**config.mk**
```make
export PLATFORM = sky130hd
export DESIGN_NAME = layer2_result_collector_flat
export DESIGN_NICKNAME = d
export VERILOG_FILES = /design/src/rtl/layer2_result_collector_if.sv /design/src/rtl/layer2_result_collector.sv /design/src/flat_wrapper.sv
export SDC_FILE = /design/constraint.sdc
export NUM_CORES = 1
export LEC_CHECK = 0
export ABC_AREA = 1
export BUFFER_PORTS_ARGS = -buffer_cell sky130_fd_sc_hd__buf_2
export CAP_MARGIN = 20
export CELL_PAD_IN_SITES_DETAIL_PLACEMENT = 0
export CELL_PAD_IN_SITES_GLOBAL_PLACEMENT = 1
export CORE_MARGIN = 2
export CORE_UTILIZATION = 49
export DETAILED_ROUTE_END_ITERATION = 7
export GPL_ROUTABILITY_DRIVEN = 1
export PLACE_DENSITY = 0.89
export RECOVER_POWER = 100
export SYNTH_ARGS = -nofsm -noshare
export SYNTH_HDL_FRONTEND = slang
export SYNTH_SLANG_ARGS = --single-unit
export TNS_END_PERCENT = 1
```
**constraint.sdc**
```tcl
create_clock -name clk -period 7.9 [get_ports clk]
set_input_delay 0.79 -clock clk [delete_from_list [all_inputs] [get_ports clk]]
set_output_delay 0.79 -clock clk [all_outputs]
set_load 0.005 [all_outputs]
```
**src/rtl/layer2_result_collector_if.sv**
```systemverilog
// Issue/result handshake bundle between the dot-product issue logic, the
// result collector and the next-layer consumer.
interface layer2_result_collector_if #(
  parameter int IN_W  = 21,
  parameter int OUT_W = 15
) ();
  logic             issue_valid;
  logic             issue_last;
  logic             issue_ready;
  logic [IN_W-1:0]  dp_out;
  logic             res_valid;
  logic             res_ready;
  logic [OUT_W-1:0] res_data;

  // Environment side: issues operands, supplies dp_out, consumes results.
  modport master (
    output issue_valid, issue_last, dp_out, res_ready,
    input  issue_ready, res_valid, res_data
  );

  // Collector side.
  modport slave (
    input  issue_valid, issue_last, dp_out, res_ready,
    output issue_ready, res_valid, res_data
  );
endinterface

```
**src/rtl/layer2_result_collector.sv**
```systemverilog
// Accumulates dot-product partial sums per node, then applies ReLU, shift and
// saturation, and buffers the 15-bit results in a small ready/valid FIFO.
module layer2_result_collector #(
  parameter int IN_W      = 21,
  parameter int OUT_W     = 15,
  parameter int MAX_BEATS = 8,
  parameter int SHIFT     = 4,
  parameter int DEPTH     = 4
) (
  input  logic                         clk,
  input  logic                         rst_n,
  layer2_result_collector_if.slave     bus,
  input  logic                         relu_en,
  output logic                         beat_err,
  output logic                         busy
);

  localparam int ACC_W = IN_W + $clog2(MAX_BEATS);
  localparam int BC_W  = $clog2(MAX_BEATS + 1);
  localparam int PTR_W = $clog2(DEPTH);
  localparam int CNT_W = PTR_W + 1;

  localparam logic [0:0] ST_IDLE = 1'b0;
  localparam logic [0:0] ST_ACC  = 1'b1;

  localparam logic signed [ACC_W-1:0] SAT_HI = ACC_W'((1 << (OUT_W - 1)) - 1);
  localparam logic signed [ACC_W-1:0] SAT_LO = -SAT_HI - ACC_W'(1);
  localparam logic [BC_W-1:0]         BEATS_MAX = BC_W'(MAX_BEATS);
  localparam logic [CNT_W:0]          DEPTH_V   = (CNT_W + 1)'(DEPTH);

  // Issue stage: dp_out for an issued beat arrives one cycle later.
  logic cap_v_q, cap_last_q;
  logic issue_fire;

  logic [0:0]              state_q, state_d;
  logic signed [ACC_W-1:0] acc_q, acc_d;
  logic [BC_W-1:0]         beat_cnt_q, beat_cnt_d;
  logic                    beat_err_q, beat_err_d;

  logic signed [ACC_W-1:0] dp_ext, base, sum, relu_v, shifted;
  logic [OUT_W-1:0]        fin_data;
  logic                    cnt_full, push, pop;

  logic [OUT_W-1:0] mem_q [DEPTH];
  logic [PTR_W-1:0] wr_ptr_q, rd_ptr_q;
  logic [CNT_W-1:0] fifo_cnt_q;
  logic [OUT_W-1:0] hold_q;
  logic [CNT_W:0]   occupancy;

  assign issue_fire = bus.issue_valid && bus.issue_ready;

  // NOTE: sequential state uses non-blocking assignments so every register
  // samples pre-edge values regardless of block ordering.
  always_ff @(posedge clk or negedge rst_n) begin
    if (!rst_n) begin
      cap_v_q    <= 1'b0;
      cap_last_q <= 1'b0;
    end else begin
      cap_v_q    <= issue_fire;
      cap_last_q <= issue_fire && bus.issue_last;
    end
  end

  assign dp_ext   = {{(ACC_W - IN_W){bus.dp_out[IN_W-1]}}, bus.dp_out};
  assign base     = (state_q == ST_ACC) ? acc_q : '0;
  assign sum      = base + dp_ext;
  assign cnt_full = (beat_cnt_q >= BEATS_MAX);

  // NOTE: every always_comb output gets a default first so no path can
  // leave it unassigned and infer a latch.
  always_comb begin
    state_d    = state_q;
    acc_d      = acc_q;
    beat_cnt_d = beat_cnt_q;
    beat_err_d = beat_err_q;
    if (cap_v_q) begin
      if (cnt_full) beat_err_d = 1'b1;
      if (cap_last_q) begin
        state_d    = ST_IDLE;
        acc_d      = '0;
        beat_cnt_d = '0;
      end else begin
        state_d    = ST_ACC;
        acc_d      = sum;
        beat_cnt_d = cnt_full ? beat_cnt_q : beat_cnt_q + BC_W'(1);
      end
    end
  end

  always_ff @(posedge clk or negedge rst_n) begin
    if (!rst_n) begin
      state_q    <= ST_IDLE;
      acc_q      <= '0;
      beat_cnt_q <= '0;
      beat_err_q <= 1'b0;
    end else begin
      state_q    <= state_d;
      acc_q      <= acc_d;
      beat_cnt_q <= beat_cnt_d;
      beat_err_q <= beat_err_d;
    end
  end

  // Finalise: ReLU, floor shift, saturate to the feature format.
  assign relu_v  = (relu_en && sum[ACC_W-1]) ? '0 : sum;
  assign shifted = relu_v >>> SHIFT;

  always_comb begin
    fin_data = shifted[OUT_W-1:0];
    if (shifted > SAT_HI)      fin_data = SAT_HI[OUT_W-1:0];
    else if (shifted < SAT_LO) fin_data = SAT_LO[OUT_W-1:0];
  end

  assign push = cap_v_q && cap_last_q;
  assign pop  = (fifo_cnt_q != '0) && bus.res_ready;

  // NOTE: the FIFO storage has no reset; validity comes from the count, and
  // the head mux shows hold_q whenever the FIFO is empty.
  always_ff @(posedge clk) begin
    if (push) mem_q[wr_ptr_q] <= fin_data;
  end

  always_ff @(posedge clk or negedge rst_n) begin
    if (!rst_n) begin
      wr_ptr_q   <= '0;
      rd_ptr_q   <= '0;
      fifo_cnt_q <= '0;
      hold_q     <= '0;
    end else begin
      if (push) wr_ptr_q <= wr_ptr_q + PTR_W'(1);
      if (pop) begin
        rd_ptr_q <= rd_ptr_q + PTR_W'(1);
        hold_q   <= mem_q[rd_ptr_q];
      end
      case ({push, pop})
        2'b10:   fifo_cnt_q <= fifo_cnt_q + CNT_W'(1);
        2'b01:   fifo_cnt_q <= fifo_cnt_q - CNT_W'(1);
        default: fifo_cnt_q <= fifo_cnt_q;
      endcase
    end
  end

  // Reserve a slot for a last beat still in the capture stage so a push
  // never meets a full FIFO.
  assign occupancy = {1'b0, fifo_cnt_q} + {{CNT_W{1'b0}}, (cap_v_q && cap_last_q)};

  assign bus.issue_ready = (occupancy < DEPTH_V);
  assign bus.res_valid   = (fifo_cnt_q != '0);
  assign bus.res_data    = (fifo_cnt_q != '0) ? mem_q[rd_ptr_q] : hold_q;
  assign beat_err        = beat_err_q;
  assign busy            = (state_q == ST_ACC) || cap_v_q;

endmodule
```
**src/flat_wrapper.sv**
```systemverilog
// flat-port wrapper written by rule: the top's interface ports become plain ports
module layer2_result_collector_flat 
#(
  parameter int IN_W      = 21,
  parameter int OUT_W     = 15,
  parameter int MAX_BEATS = 8,
  parameter int SHIFT     = 4,
  parameter int DEPTH     = 4
)
  (clk, rst_n, relu_en, beat_err, busy, bus_issue_valid, bus_issue_last, bus_dp_out, bus_res_ready, bus_issue_ready, bus_res_valid, bus_res_data);
  layer2_result_collector_if #(.IN_W(IN_W), .OUT_W(OUT_W)) bus_i ();
  input  logic clk;
  input  logic rst_n;
  input  logic relu_en;
  output logic beat_err;
  output logic busy;
  input wire logic [$bits(bus_i.issue_valid)-1:0] bus_issue_valid;
  input wire logic [$bits(bus_i.issue_last)-1:0] bus_issue_last;
  input wire logic [$bits(bus_i.dp_out)-1:0] bus_dp_out;
  input wire logic [$bits(bus_i.res_ready)-1:0] bus_res_ready;
  output wire logic [$bits(bus_i.issue_ready)-1:0] bus_issue_ready;
  output wire logic [$bits(bus_i.res_valid)-1:0] bus_res_valid;
  output wire logic [$bits(bus_i.res_data)-1:0] bus_res_data;
  assign bus_i.issue_valid = bus_issue_valid;
  assign bus_i.issue_last = bus_issue_last;
  assign bus_i.dp_out = bus_dp_out;
  assign bus_i.res_ready = bus_res_ready;
  assign bus_issue_ready = bus_i.issue_ready;
  assign bus_res_valid = bus_i.res_valid;
  assign bus_res_data = bus_i.res_data;
  layer2_result_collector #(.IN_W(IN_W), .OUT_W(OUT_W), .MAX_BEATS(MAX_BEATS), .SHIFT(SHIFT), .DEPTH(DEPTH)) u_core (.clk(clk), .rst_n(rst_n), .bus(bus_i), .relu_en(relu_en), .beat_err(beat_err), .busy(busy));
endmodule
```
==> impl_metrics.tcl, run 1 <==
set metrics [dict create \
    cp-end-kind "output pin" \
    wl_per_cell_um 14.40 \
    h-tree-depth 4 \
    io_pins 46 \
    maxSlewViolCount 102 \
    grt_max_degree 55 \
    swShare_pct 43.58 \
    synth_edf_count 60 \
    p_comb_share_pct 49.5 \
    grt-ovfl-total 0 \
    cts_tree "yes" \
    ir_worst_vdd_mv 0.2220 \
    cts.reportedPaths.clkPinSlew_ps 50 \
    postSynthNetCount 898 \
    drc 0 \
    tightest_slew_ps 2991 \
    fillers 1239 \
    via_count 5490 \
    power_frac_seq_pct 28.5 \
    intPower_mw 1.966 \
    fin_total_pwr_mw 3.484 \
    synthesis.instances 839 \
    synth_xor_area_share_pct 2.713 \
    instances_no_fill 1073 \
    grt_pass1_wl_mm 25.69 \
    antenna_cells 0 \
    switching_power_mw 1.518 \
    core_area_mm2 0.01335 \
    layout-drive-gt1-share_pct 9.922 \
    fmax_mhz 249.6 \
    nets 943 \
    critPathBufInv 2 \
    leakage_nw 3.757 \
    clockRootBuffer "clkbuf_16" \
    hold_path.class "reg -> reg" \
    period_minus_slack_ps 4007 \
    grt_use_total_pct 22.70 \
    path_max_fanout 46 \
    seq_area_mm2 0.003153 \
    dieWidth_um 121.2 \
    die_h_um 121.2 \
    min_period_over_period_pct 50.72 \
    clkSinkCount 114 \
    drtAntennaViolNets 0 \
    ys_seq_area_share_pct 46.82 \
    drt_wl_total_mm 15.45 \
    maxCapViolations 2 \
    muxShareOfSynthArea_pct 0.1672 \
    cp.arrival_ps 3220 \
    postCtsHoldBufs 0 \
    num_rows 42 \
    drtPass1Iterations 5 \
    utilization_pct 57.27 \
    vias_per_cell 5.116 \
    clkLatencyLatePin_ps 420 \
    syn_area_mm2 0.006734 \
    power.density_mw_per_mm2 455.7 \
    critical_path.slowest_cell "clkbuf_1" \
    hold_viol 0 \
    dp_hpwl_mm 11.02 \
    synth_flop_cell "edfxtp_1" \
    outcome "complete, but fails checks" \
    cp-start-kind "flip-flop" \
    yosysUniqueCellTypes 41 \
    cts_buffer_depth 2 \
    finalClockSkew_ps 10.99 \
    initial_utilization_pct 50.45 \
    multi_input_area_mm2 0.002853 \
    crit_path_max_incr_delay_ps 1300 \
    gp_congestion 0.9630 \
    synth_compound_area_share_pct 9.736 \
    violations "capacitance limit, slew limit" \
    rsz0062_at_grt "no" \
    synth-adder-area-share_pct 6.169 \
    die_area_mm2 0.01470 \
    pwr-share-clk_pct 22.0 \
    async_flop_share_pct 47.37 \
    io_buffers 45 \
    grt_pass1_vias 5390 \
    placed_cells 1041 \
    ys_ff_latch 114 \
    path_class "reg -> out" \
    post_cts_buffers 0 \
    final-setup-viol-count 0 \
    worstPathCellList "clkbuf_1 > nand2_1 > nor3_1 > nor2_1 > clkbuf_2" \
    numCtsBuffers 17 \
    yosys.area_share.simple_pct 23.86 \
    avgSynthCellArea_um2 8.026 \
    ys_warn_count 0 \
    relSlewSlack_pct -99.38 \
    cts_resized 0 \
    grt_antenna_before_repair 0 \
    drt-initial-drc-count 457 \
    synth_top_family_by_area "simple AND/OR/NAND/NOR gates" \
    area.growth.synth_to_final_pct 13.53 \
    critPathTopFamily "buffers and inverters" \
    finalSetupTns_ps 0 \
    worstPathRequired_ps 7110 \
]
[placed cells by master (no fill, tap or decap), types with 15 or more instances in the layout]
cell type,synthesis,final
clkbuf_16,0,17
clkbuf_1,20,25
a32o_1,15,15
o21ai_0,52,52
nor2_1,34,36
buf_2,2,28
edfxtp_1,60,60
ha_1,30,30
dfrtp_1,54,54
a21oi_1,34,34
inv_1,153,153
nand2_2,18,15
nand3_1,30,30
nand2_1,264,267
[stage by stage]
step	hold WS, ps	worst slack [ps]	area [um2]
3_5_place_dp	445.0	4251	7121
6_report	459.0	3893	7645
4_1_cts	465.7	4204	7715
3_3_place_gp	440.2	4354	7121
5_1_grt	470.6	3473	7645
2_1_floorplan	441.6	5087	6734
[final timing paths]
kind	startpoint	cells after the start	end	slack, ps
max in group asynchronous	rst_n	2	u_core.acc_q[6]$_DFFE_PN0P_	4770
hold reg to reg	u_core.beat_err$_DFFE_PN0P_	1	u_core.beat_err$_DFFE_PN0P_	460
setup reg to reg	u_core.state_q$_DFFE_PN0P_	17	u_core.mem_q[1][6]$_DFFE_PP_	4200
setup / recovery	u_core.cap_v_q$_DFF_PN0_	5	bus_issue_ready	3890
hold / removal	u_core.beat_err$_DFFE_PN0P_	1	u_core.beat_err$_DFFE_PN0P_	460
min in group asynchronous	rst_n	2	u_core.fifo_cnt_q[0]$_DFFE_PN0P_	1450
[registers in the layout (all words and copies together), names as in the netlist]
signal / flops
u_core.mem_q: 60
u_core.acc_q: 24
u_core.hold_q: 15
u_core.beat_cnt_q: 4
u_core.fifo_cnt_q: 3
u_core.rd_ptr_q: 2
u_core.wr_ptr_q: 2
u_core.beat_err: 1
u_core.cap_last_q: 1
u_core.cap_v_q: 1
u_core.state_q: 1
[synthesized netlist by cell type, drive strengths merged (2+ instances only)]
cell type	instances	share of area, %
buf	7	0.72
nor2	44	2.9
nand4	9	0.93
nor3	3	0.22
nand3	32	2.6
a32o	15	2.2
edfxtp	60	27
clkbuf	20	1.1
xor2	10	1.4
ha	30	5.6
fa	2	0.59
dfrtp	54	20
o21ai	52	3.9
inv	155	8.6
a31oi	2	0.19
nand2	283	17
nand3b	2	0.22
xnor2	10	1.3
a21oi	34	2.5
o22ai	6	0.56
[area by class of cell]
type	count	area share [%]
inverter	156	7.660
clock inverter	13	2.111
clock buffer	19	5.663
timing repair buffer	53	3.126
sequential	114	41.24
multi-input combinational	542	37.32
tap	176	2.881
[per-layer routing]
metal	up-vias	track usage (%)	routed length (um)
met5	-	0	0
met4	0	7.471	244
met3	18	5.592	667
met2	117	37.71	7429
met1	2594	29.17	7109
li1	2761	-	-
[power groups by stage]
| stage | Combinational (mW) | Clock, mW | Sequential (mW) |
|---|---|---|---|
| after CTS | 1.76 | 0.774 | 0.996 |
| after detailed placement | 1.74 | 0 | 1.01 |
| final | 1.72 | 0.766 | 0.994 |
| after global placement | 1.68 | 0 | 0.997 |
| after global routing | 1.98 | 0.803 | 1.01 |
| after floorplan | 1.31 | 0 | 0.968 |
[cells by family (layout without fill, tap and decap cells)]
kind of cell,count (synthesis),in the layout
adders and majority gates,32,32
buffers and inverters,183,241
AOI/OAI and AO/OA,112,112
and+or+nand+nor,377,377
DFF,114,114
xor gates and xnor gates,20,20
muxes,1,1
[worst reg2reg max path, cell delays in order (launching register included)]
cell     delay (ps)
dfrtp_1         920
nand2_1         100
inv_1            80
ha_1            150
inv_1            60
fa_1            390
inv_1           120
nand4_1         100
nand2_1         150
nand2_1          70
nand2_1         100
nand2_1          90
nand3_1          70
nand2_1          90
nor2_1          100
nand4_1         100
nand2_1         450
nand2_1         240
Power figures use the tool's default switching activity.
==> run 2: changes to the inputs <==
--- a/config.mk
+++ b/config.mk
@@ -11,10 +11,10 @@
 export CELL_PAD_IN_SITES_DETAIL_PLACEMENT = 0
 export CELL_PAD_IN_SITES_GLOBAL_PLACEMENT = 1
 export CORE_MARGIN = 2
-export CORE_UTILIZATION = 49
+export CORE_UTILIZATION = 41
 export DETAILED_ROUTE_END_ITERATION = 7
 export GPL_ROUTABILITY_DRIVEN = 1
-export PLACE_DENSITY = 0.89
+export PLACE_DENSITY = 0.8
 export RECOVER_POWER = 100
 export SYNTH_ARGS = -nofsm -noshare
 export SYNTH_HDL_FRONTEND = slang
==> constraint.sdc (replaced) <==
create_clock -name clk -period 3.3 [get_ports clk]
set_input_delay 0.33 -clock clk [delete_from_list [all_inputs] [get_ports clk]]
set_output_delay 0.33 -clock clk [all_outputs]
set_load 0.005 [all_outputs]
==> run 2 against run 1 <==
The flow now finishes without violations. Die area grew 19%. Hold slack worse by 290 ps. Clock power up 150%. Combinational power is 140% higher. Sequential share of layout area is 0.57 points lower. Critical path depth up 11. Flip-flop and latch count is the same. Via count fell by 3.8%. First-iteration DRC count shrank 32%. Utilization fell by 8.7 points. Routed wire length increased by 2.8%. Cell area is 1.4% higher. Critical path type is now reg -> reg. Largest power group unchanged.
==> impl_metrics.tcl, run 2 (synthesized netlist as in run 1, its figures left out) <==
set metrics [dict create \
    cts_buffer_depth 2 \
    grt_pass1_wl_mm 26.25 \
    maxSlewViolCount 0 \
    maxCapViolations 0 \
    numCtsBuffers 17 \
    finalClockSkew_ps 12.57 \
    area.growth.synth_to_final_pct 15.11 \
    antenna_cells 0 \
    place_area_mm2 0.007231 \
    drc 0 \
    layout-drive-gt1-share_pct 9.503 \
    grt_max_degree 46 \
    die_area_mm2 0.01746 \
    path_max_fanout 10 \
    io_buffers 45 \
    die_h_um 132.2 \
    final-setup-viol-count 0 \
    leakage_nw 3.806 \
    h-tree-depth 4 \
    worstPathCellList "buf_4 > nand2_1 > fa_1 > inv_1 > nand3_1 > nand3_1 > a21oi_1 > o21ai_0 > clkbuf_1 > a21oi_1 > xor2_1 > clkbuf_1 > nand2_1 > inv_1 > nand2_2 > nand2_1" \
    rsz0062_at_grt "no" \
    cts_tree "yes" \
    via_count 5283 \
    ir_worst_vdd_mv 0.4479 \
    dp_hpwl_mm 11.33 \
    crit_path_max_incr_delay_ps 420 \
    clockRootBuffer "clkbuf_16" \
    io_pins 46 \
    wl_per_cell_um 14.17 \
    core_area_mm2 0.01594 \
    grt_use_total_pct 19.23 \
    power_frac_seq_pct 27.9 \
    hold_path.class "in -> reg" \
    num_rows 46 \
    drt-initial-drc-count 311 \
    drtPass1Iterations 5 \
    p_comb_share_pct 49.7 \
    largest_registers "u_core.mem_q (60), u_core.acc_q (24), u_core.hold_q (15)" \
    final_cell_mix "nand2_1 (275), inv_1 (153), edfxtp_1 (60), dfrtp_1 (54), o21ai_0 (52)" \
    relSlewSlack_pct 25.59 \
    cts.reportedPaths.clkPinSlew_ps 60 \
    initial_utilization_pct 42.24 \
    swShare_pct 43.11 \
    grt_pass1_vias 5235 \
    drtAntennaViolNets 0 \
    vias_per_cell 4.713 \
    clkLatencyLatePin_ps 420 \
    intPower_mw 4.785 \
    pre_cts_ws_ps 397.6 \
    grt-ovfl-total 0 \
    critical_path.slowest_cell "fa_1" \
    nets 952 \
    tightest_slew_ps 1116 \
    worstPathRequired_ps 3570 \
    cp-end-kind "flip-flop" \
    fin_total_pwr_mw 8.412 \
    largest-register "u_core.mem_q" \
    largest_reg_flops 60 \
    post_cts_buffers 0 \
    pwr-share-clk_pct 22.4 \
    switching_power_mw 3.627 \
    outcome "complete, no violations" \
    mostFrequentLayoutCell "nand2_1" \
    clkSinkCount 114 \
    finalSetupTns_ps 0 \
    cts_resized 0 \
    cp.arrival_ps 3300 \
    min_period_over_period_pct 91.82 \
    grt_antenna_before_repair 0 \
    dieWidth_um 132.2 \
    drt_wl_total_mm 15.88 \
    power.density_mw_per_mm2 1085 \
    setup_slack_ps 270.1 \
    hold_viol 0 \
    period_minus_slack_ps 3030 \
    path_class "reg -> reg" \
    gp_congestion 0.8971 \
    fmax_mhz 330.0 \
    design_area_mm2 0.007751 \
    cp-start-kind "flip-flop" \
    crit_top_cell "nand2_1" \
]
[run 2: cell types whose count changed in the layout (fill, tap and decap cells not counted), moves of 2 or more]
cell and change:
clkbuf_1 +2, buf_4 +5, clkbuf_2 +2, buf_2 -2, clkinvlp_4 -4, clkbuf_8 +3, nand2_1 +8, nand2_2 -8
[run 2: cell type report]
| type | instances | area (um2) |
|---|---|---|
| clock buffer | 22 | 474.2 |
| clock inverter | 9 | 131.4 |
| fill | 1589 | 8192 |
| inverter | 156 | 585.6 |
| multi-input combinational | 542 | 2839 |
| sequential | 114 | 3153 |
| tap | 216 | 270.3 |
| timing repair buffer | 62 | 297.8 |
[run 2: critical path: cells and delay by family, from the launching register on]
family                   cells  cell delay, ps
buffers and inverters        5             880
XOR/XNOR                     1             180
AO/OA/AOI/OAI                3             430
adder cells (fa/ha/maj)      1             420
flip-flops                   1             370
AND/OR/NAND/NOR              6             610
[run 2: metrics by stage]
stage          util (%)  hold WS, ps  instances
6_report          48.62        167.1       1121
2_1_floorplan         -        34.41        839
4_1_cts           49.22        148.6       1121
3_3_place_gp      45.35        307.7       1089
5_1_grt           48.62        162.6       1121
3_5_place_dp      45.35        308.6       1089
[run 2: routing by layer]
layer  global-route usage (%)  wire length, um  up-vias
met1                    25.49             7650     2389
met2                    31.54             7428      105
li1                         -                -     2773
met5                        0                0        -
met3                    4.152              612       16
met4                    6.039              192        0
[run 2: final timing paths]
| path | start | end | slack [ps] | depth (start not counted) |
|---|---|---|---|---|
| max | u_core.state_q$_DFFE_PN0P_ | u_core.mem_q[1][12]$_DFFE_PP_ | 270 | 16 |
| min | bus_issue_last | u_core.cap_last_q$_DFF_PN0_ | 170 | 2 |
| min in group asynchronous | rst_n | u_core.hold_q[13]$_DFFE_PN0P_ | 650 | 2 |
| max reg2reg | u_core.state_q$_DFFE_PN0P_ | u_core.mem_q[1][12]$_DFFE_PP_ | 270 | 16 |
| min reg2reg | u_core.beat_err$_DFFE_PN0P_ | u_core.beat_err$_DFFE_PN0P_ | 460 | 1 |
| max in group asynchronous | rst_n | u_core.acc_q[22]$_DFFE_PN0P_ | 1070 | 3 |
[run 2: timing repair]
action                                  4_1_cts  5_1_grt
hold buffers                                  1        0
endpoints found under the hold margin        19        0
endpoints found under the setup margin        0        0
[run 2: power groups by stage]
stage / logic, mW / registers (mW) / clock network [mW]
2_1_floorplan: 3.15 / 2.32 / 0
3_3_place_gp: 4.26 / 2.37 / 0
3_5_place_dp: 4.30 / 2.37 / 0
4_1_cts: 4.33 / 2.35 / 1.92
5_1_grt: 4.80 / 2.39 / 1.98
6_report: 4.18 / 2.35 / 1.88
